## src/rtl/core_pkg.sv

```systemverilog
// rtl/core_pkg.sv - shared fetch/decode types and constants
package core_pkg;

    localparam int ILEN = 32;
    localparam logic [ILEN-1:0] NOP_INSTR = 32'h0000_0013;

    typedef enum logic [1:0] {
        S_REQ,
        S_WAIT,
        S_DROP
    } fetch_state_t;

    typedef struct packed {
        logic [31:0]     pc;
        logic [ILEN-1:0] instr;
    } fetch_entry_t;

endpackage

```

## src/rtl/fetch_fifo.sv

```systemverilog
// rtl/fetch_fifo.sv - power-of-two FIFO of fetched {pc, instr} entries with flush
module fetch_fifo
    import core_pkg::*;
#(
    parameter int DEPTH = 2,
    parameter int CW    = $clog2(DEPTH) + 1
) (
    input  logic          clk,
    input  logic          rstn,
    input  logic          push,
    input  fetch_entry_t  din,
    input  logic          pop,
    input  logic          flush,
    output logic          full,
    output logic          empty,
    output logic [CW-1:0] count,
    output fetch_entry_t  head
);

    localparam int AW = CW - 1;
    localparam logic [AW-1:0] PTR_MASK = AW'(DEPTH - 1);

    fetch_entry_t  mem_q [DEPTH];
    logic [AW-1:0] rd_q, rd_d, wr_q, wr_d;
    logic [CW-1:0] cnt_q, cnt_d;
    logic          do_push, do_pop;

    assign empty   = (cnt_q == '0);
    assign full    = (cnt_q == CW'(DEPTH));
    assign count   = cnt_q;
    assign head    = mem_q[rd_q];
    assign do_pop  = pop && !empty && !flush;
    assign do_push = push && !flush;

    always_comb begin
        rd_d  = rd_q;
        wr_d  = wr_q;
        cnt_d = cnt_q;
        if (flush) begin
            rd_d  = '0;
            wr_d  = '0;
            cnt_d = '0;
        end else begin
            if (do_pop) begin
                rd_d = (rd_q + AW'(1)) & PTR_MASK;
            end
            if (do_push) begin
                wr_d = (wr_q + AW'(1)) & PTR_MASK;
            end
            cnt_d = cnt_q + CW'(do_push) - CW'(do_pop);
        end
    end

    always_ff @(posedge clk or negedge rstn) begin
        if (!rstn) begin
            rd_q  <= '0;
            wr_q  <= '0;
            cnt_q <= '0;
            for (int i = 0; i < DEPTH; i++) begin
                mem_q[i] <= '0;
            end
        end else begin
            rd_q  <= rd_d;
            wr_q  <= wr_d;
            cnt_q <= cnt_d;
            if (do_push) begin
                mem_q[wr_q] <= din;
            end
        end
    end

endmodule

```

## src/rtl/fetch_unit.sv

```systemverilog
// rtl/fetch_unit.sv - PC generation, imem request/response and decoder FIFO; FETCH_STALL_CNT_EN adds starvation counter
module fetch_unit
    import core_pkg::*;
#(
    parameter logic [31:0] RESET_PC   = 32'h0000_0000,
    parameter int          FIFO_DEPTH = 2
) (
    input  logic        clk,
    input  logic        rstn,
    output logic        imem_req_valid,
    input  logic        imem_req_ready,
    output logic [31:0] imem_addr,
    input  logic        imem_rsp_valid,
    input  logic [31:0] imem_rsp_data,
    input  logic        redirect_valid,
    input  logic [31:0] redirect_pc,
    output logic        out_valid,
    input  logic        out_ready,
    output logic [31:0] out_instr,
    output logic [31:0] out_pc,
    output logic [31:0] stall_cnt
);

    localparam int CW = $clog2(FIFO_DEPTH) + 1;
    localparam logic [31:0] WORD_MASK = 32'hFFFF_FFFC;

    fetch_state_t  state_q, state_d;
    logic [31:0]   pc_q, pc_d;
    logic          started_q;
    logic          req_hs, rsp_push;
    logic          fifo_push, fifo_pop, fifo_full, fifo_empty;
    logic [CW-1:0] fifo_count;
    fetch_entry_t  fifo_din, fifo_head;

    // Requests are held off for one edge after reset and whenever the FIFO has no free slot.
    assign imem_req_valid = started_q && (state_q == S_REQ) && (fifo_count < CW'(FIFO_DEPTH));
    assign imem_addr      = pc_q & WORD_MASK;
    assign req_hs         = imem_req_valid && imem_req_ready;

    assign out_valid = !fifo_empty;
    assign out_instr = fifo_head.instr;
    assign out_pc    = fifo_head.pc;
    assign fifo_pop  = out_valid && out_ready;
    assign fifo_push = rsp_push && (!fifo_full || fifo_pop);
    assign fifo_din  = {pc_q, imem_rsp_data};

    always_comb begin
        state_d  = state_q;
        pc_d     = pc_q;
        rsp_push = 1'b0;
        case (state_q)
            S_REQ: begin
                if (req_hs) begin
                    state_d = S_WAIT;
                end
            end
            S_WAIT: begin
                if (imem_rsp_valid) begin
                    rsp_push = 1'b1;
                    pc_d     = pc_q + 32'd4;
                    state_d  = S_REQ;
                end
            end
            S_DROP: begin
                if (imem_rsp_valid) begin
                    state_d = S_REQ;
                end
            end
            default: state_d = S_REQ;
        endcase
        // A redirect orphans any accepted-but-unanswered request; S_DROP swallows its response.
        if (redirect_valid) begin
            rsp_push = 1'b0;
            pc_d     = redirect_pc & WORD_MASK;
            if (state_q == S_REQ) begin
                state_d = req_hs ? S_DROP : S_REQ;
            end else begin
                state_d = imem_rsp_valid ? S_REQ : S_DROP;
            end
        end
    end

    always_ff @(posedge clk or negedge rstn) begin
        if (!rstn) begin
            state_q   <= S_REQ;
            pc_q      <= RESET_PC & WORD_MASK;
            started_q <= 1'b0;
        end else begin
            state_q   <= state_d;
            pc_q      <= pc_d;
            started_q <= 1'b1;
        end
    end

    fetch_fifo #(
        .DEPTH (FIFO_DEPTH),
        .CW    (CW)
    ) u_fifo (
        .clk   (clk),
        .rstn  (rstn),
        .push  (fifo_push),
        .din   (fifo_din),
        .pop   (fifo_pop),
        .flush (redirect_valid),
        .full  (fifo_full),
        .empty (fifo_empty),
        .count (fifo_count),
        .head  (fifo_head)
    );

`ifdef FETCH_STALL_CNT_EN
    logic [31:0] stall_q, stall_d;
    logic        redir_q;

    // Starvation right after a redirect is expected refill latency, not a stall.
    always_comb begin
        stall_d = stall_q;
        if (out_ready && !out_valid && !redirect_valid && !redir_q && (stall_q != 32'hFFFF_FFFF)) begin
            stall_d = stall_q + 32'd1;
        end
    end

    always_ff @(posedge clk or negedge rstn) begin
        if (!rstn) begin
            stall_q <= 32'h0;
            redir_q <= 1'b0;
        end else begin
            stall_q <= stall_d;
            redir_q <= redirect_valid;
        end
    end

    assign stall_cnt = stall_q;
`else
    assign stall_cnt = 32'h0;
`endif

endmodule

```

## config.mk

```make
export PLATFORM = sky130hd
export DESIGN_NAME = fetch_unit
export DESIGN_NICKNAME = d
export VERILOG_FILES = /design/src/rtl/core_pkg.sv /design/src/rtl/fetch_fifo.sv /design/src/rtl/fetch_unit.sv
export SDC_FILE = /design/constraint.sdc
export NUM_CORES = 1
export LEC_CHECK = 0
export CORE_MARGIN = 5
export CORE_UTILIZATION = 53
export DETAILED_ROUTE_END_ITERATION = 10
export HOLD_SLACK_MARGIN = 0.05
export PLACE_DENSITY = 0.86
export SLEW_MARGIN = 20
export SYNTH_ARGS = -nofsm -noshare
export SYNTH_HDL_FRONTEND = slang
export SYNTH_SLANG_ARGS = --single-unit
```

## constraint.sdc

```tcl
create_clock -name clk -period 6.25 [get_ports clk]
set_input_delay 0.9375 -clock clk [delete_from_list [all_inputs] [get_ports clk]]
set_output_delay 0.9375 -clock clk [all_outputs]
set_load 0.05 [all_outputs]
```

# Word level (Yosys, flattened, before mapping)
# Cells that the tools add are included.
[classes] n_reduce_logical=22 magnitude_cmp=4 mux=24 addsub=5 n_bitwise=2 eq_ne=5
[ops] op="$mux W64" n=4
[ops] op="$bwmux W128" n=1
[ops] op="$mux W32" n=3
[ops] op="$demux W64 S1" n=1
[ops] op="$add A32 B3 Y32 const B" n=1
[ops] op="$mux W2" n=7
[ops] op="$logic_and A1 B1 Y1" n=9
[ops] op="$reduce_bool A2 Y1" n=4
[ops] op="$mux W1" n=7
[ops] op="$eq A2 B2 Y1 const B" n=2
[ops] op="$ge A2 B2 Y1 const B" n=2
[ops] op="$logic_not A2 Y1" n=2
[ops] op="$not A1 Y2" n=2
[ops] op="$pmux W2 S2" n=1
[ops] op="$reduce_and A2 Y1" n=2
[ops] op="$logic_not A1 Y1" n=3
[ops] op="$ne A3 B1 Y1 const B" n=1
[ops] op="$ne A3 B3 Y1 const B" n=1
[ops] op="$add A1 B1 Y1 const B" n=2
[ops] op="$add A2 B1 Y2" n=1
[ops] op="$eq A2 B1 Y1 const B" n=1
[ops] op="$lt A2 B1 Y1 const B" n=1
[ops] op="$lt A2 B2 Y1 const B" n=1
[ops] op="$reduce_or A2 Y1" n=1
[ops] op="2 further kinds" n=2
[totals] elab_cells=72 register_bits=167 in_bits=70 output_inout_bits=130

# Longest topological paths before layout
[logic_depth] word_depth=9 ltp_mapped=8 mapped_depth_nobuf=8

# Hierarchy
# From an unflattened synthesis, not the netlist that was laid out.
[unflattened] hier_cells=630 area_unflattened_um2=8603.3
[modules_own_cells] mod="fetch_fifo" seq_area_each_um2=3303.2 cells_per_inst=364 area_each_um2=6322.3 instances=1
[modules_own_cells] mod="fetch_unit" seq_area_each_um2=825.8 cells_per_inst=266 area_each_um2=2280.9 instances=1

# Worst setup path after synthesis
# OpenSTA, ideal clock, no wires.
[synth_path] path_type="register to register" from="register pc_q[2]" to="register pc_q[30]" setup_time_ps=82 required_ps=6168 stages_incl_launch_ff=7 t_arrival_ps=2430 setup_slack_ps=3738 synth_period_minus_slack_ps=2512 path_buffers=1 path_cell_list="dfrtp_1 ha_1 nand4_2 or4_4 buf_6 or4_1 a31oi_1"
[synth_between] elab_chain_cells=4
[synth_rtl] element="from (decl)" line_no="fetch_unit.sv:28" source="logic [31:0] pc_q, pc_d;"
[synth_rtl] element="from (signal assigned)" line_no="fetch_unit.sv:86" source="pc_q <= RESET_PC & WORD_MASK;"
[synth_rtl] element="from (signal assigned)" line_no="fetch_unit.sv:90" source="pc_q <= pc_d;"
[synth_rtl] element="$add A32 B3 Y32" line_no="fetch_unit.sv:60" source="pc_d = pc_q + 32'd4;"
[synth_rtl] element="$mux W32" line_no="fetch_unit.sv:58" source="if (imem_rsp_valid) begin"
[synth_rtl] element="$mux W32" line_no="fetch_unit.sv:51" source="case (state_q)"
[synth_rtl] element="$mux W32" line_no="fetch_unit.sv:72" source="if (redirect_valid) begin"
# Every way passes these cells. The select of a mux whose other input is x is not followed.
# A chain may end at the register's enable or synchronous reset.

# Worst setup path after layout
[layout_path] from="register u_fifo.rd_q" to="output out_instr[31]"
[layout_between] elab_chain_cells=4
[layout_rtl] element="from (decl)" line_no="fetch_fifo.sv:24" source="logic [AW-1:0] rd_q, rd_d, wr_q, wr_d;"
[layout_rtl] element="from (signal assigned)" line_no="fetch_fifo.sv:63" source="rd_q <= rd_d;"
[layout_rtl] element="$not A1 Y2 (not written as such)" line_no="fetch_fifo.sv:31" source="assign head = mem_q[rd_q];"
[layout_rtl] element="$mux W64 (not written as such) (3 in a row)" line_no="fetch_fifo.sv:31"
[layout_rtl] element="to (decl)" line_no="fetch_unit.sv:19" source="output logic [31:0] out_instr,"
# Every way passes these cells. The select of a mux whose other input is x is not followed.

==> metrics.yaml <==
run_status:
  status: "finished, final reports clean"
cts:
  clock_path_buffers: 2
  cts_tree: "yes"
  cts_buffers: 17
  cts_resized: 0
  cts_hold_buf: 0
  cts_root_buf: "clkbuf_16"
  htree_num_levels: 4
  cts_setup_buffers: 0
  clk_pin_slew_ps: 60
  clock_latency_ps: 420
  clock_sinks: 161
cells_and_area:
  diodes: 0
  area_delta_synth_final_pct: 28.4
  fin_nets: 838
  drive_above_1_share_pct: 29.8
  utilization_pct: 68.8
  fillerInstances: 1028
  stdcell_count: 960
synthesis:
  synth_top_area_share_pct: 52.3
  synth_area_sq_um: 7700
  synth.area.top_cells: "dfrtp_1 52%, mux2_2 27%, buf_4 3.6%"
  synth_ff_type: "dfrtp_1"
  synth.yosys.seq_area_share_pct: 52.3
  synth_cell_types: 39
  yosysWarnings: 0
  async_flop_share_pct: 100
  syn_area_per_cell_sq_um: 12.6
  yosysTopAreaCell: "dfrtp_1"
  synth_most_common_cell: "mux2_2"
  yosys_register_bits: 161
  syn-instance-count: 612
  synth_edf_count: 0
  synthTopCellsByCount: "187 x mux2_2, 161 x dfrtp_1, 37 x buf_4"
worst_setup_path:
  reg2reg_from: "state_q[1]$_DFFE_PN0P_"
  end_kind: "output port"
  cp.arrival_ps: 2980
  critPathMaxFanout: 36
  crit_start: "u_fifo.rd_q$_DFFE_PN0P_"
  crit_chain: "buf_4 > mux2_2 > clkdlybuf4s50_1"
  cp-start-kind: "flip-flop"
  path_delay_family: "buffers and inverters"
  path_buf_inv: 2
  cp.depth: 3
  worstRegToRegCells: 7
  slowest_stage: "dfrtp_2"
  cpPeakStageDelay_ps: 850
  worstPathRequired_ps: 5310
  critPathKind: "reg -> out"
route:
  drc: 0
  drtIter0Drc: 287
  vias: 5225
  detail_route.wl_per_cell_um: 18.0
  drt_wl_total_mm: 17.3
  first_pass_iters: 4
  drtAntennaViolNets: 0
  via_per_inst: 5.44
timing:
  final-setup-viol-count: 0
  fmax_ghz: 0.256
  worst_slew_pin_slew_ps: 1040
  setup-tns-final_ps: 0
  setup_ws_ps: 2340
  fin_crit_sh_pct: 62.6
  slew_viol_final: 0
  rsz0062_at_grt: "no"
  final_hold_viol_count: 0
  clock_skew_ps: 7.24
  maxSlewHeadroom_pct: 30.5
  final.min_clock_period_ps: 3910
  holdWs_ps: 499
global_route:
  gr-total-overflow: 0
  grt_pass1_wl_mm: 27.5
  grt.total_usage_pct: 20.4
  antenna_found_initial: 0
  grt_pass1_vias: 5558
  grt_max_degree: 93
floorplanning:
  start_util_pct: 53.6
  io_pins: 200
  row_count: 44
  die_h_um: 131
  die_area_sq_um: 17000
  core_sq_um: 14400
  die_w_um: 131
placement:
  gp_congestion: 0.769
  dp_hpwl_mm: 12.0
  io_buffers: 161
  place_ws_ps: 2090
  dp.cells: 928
power_and_ir_drop:
  p_leak_nw: 4.40
  power.density_nw_per_um2: 427
  vdd_ir_drop_max_uv: 249
min_path:
  hp-start: "u_fifo.mem_q[46]$_DFFE_PN0P_"
  hold_class: "reg -> reg"
  hold_depth: 1
flow_run:
  cap_viol_max_count: 0
area by class of cell:
type / count / area (sq um) / area share (%)
clock inverters: 9 / 106 / 1.08
repair buffers: 167 / 1660 / 16.8
flip-flops and latches: 161 / 4030 / 40.8
clock buffers: 23 / 478 / 4.83
inverters: 11 / 41.3 / 0.418
well taps: 184 / 230 / 2.33
multi-input cells: 405 / 3340 / 33.8
per-stage QoR:
| step | area (sq um) | power, W |
|---|---|---|
| 2_1_floorplan | 7830 | 0.00266 |
| 3_3_place_gp | 9300 | 0.00318 |
| 3_5_place_dp | 9300 | 0.00323 |
| 4_1_cts | 9890 | 0.00426 |
| 5_1_grt | 9890 | 0.00440 |
| 6_report | 9890 | 0.00422 |
metal layers:
metal | vias to the layer above | part of all wire (%) | global-route usage, %
li1 | 2406 | - | -
met1 | 2637 | 41 | 25.8
met2 | 157 | 52 | 35.5
met3 | 25 | 5.7 | 4.35
met4 | 0 | 1.5 | 6.05
met5 | - | 0 | 0
where the power goes:
part	internal [W]	total (W)	switching, W
clock	0.000619	0.00102	0.000401
combinational	0.000698	0.00179	0.00109
sequential	0.00127	0.00142	0.000145
total	0.00259	0.00422	0.00164
state kept, by name, summed over array words and instances (netlist names):
| signal | count |
|---|---|
| pc_q | 30 |
| started_q | 1 |
| state_q | 2 |
| u_fifo.count | 2 |
| u_fifo.mem_q | 124 |
| u_fifo.rd_q | 1 |
| u_fifo.wr_q | 1 |
placed cells by master, fill, tap and decap left out, drive strengths merged, types with 12 or more instances in the layout:
cell and count:
conb 37, a31oi 15, o21ai 20, or4 12, clkdlybuf4s50 160, clkbuf 23
mux2 187, nor2 27, dfrtp 161, nand2 29
cell families after synthesis:
kind of cell | share of synthesized area, %
multiplexers | 27.5
flip-flops | 52.3
AND/OR/NAND/NOR | 7.34
buffers and inverters | 6.09
AO/OA/AOI/OAI | 4.14
XOR/XNOR | 1.71
adder cells (fa/ha/maj) | 0.812
other | 0.0975
path summary, 6_finish.rpt:
| path | slack, ps | to |
|---|---|---|
| min reg2reg | 500 | u_fifo.mem_q[46]$_DFFE_PN0P_ |
| max reg2reg | 2950 | u_fifo.mem_q[60]$_DFFE_PN0P_ |
| max | 2340 | out_instr[31] |
| min | 500 | u_fifo.mem_q[46]$_DFFE_PN0P_ |
| max in group asynchronous | 4270 | u_fifo.mem_q[90]$_DFFE_PN0P_ |
| min in group asynchronous | 580 | u_fifo.mem_q[30]$_DFFE_PN0P_ |
Power figures use the tool's default switching activity.
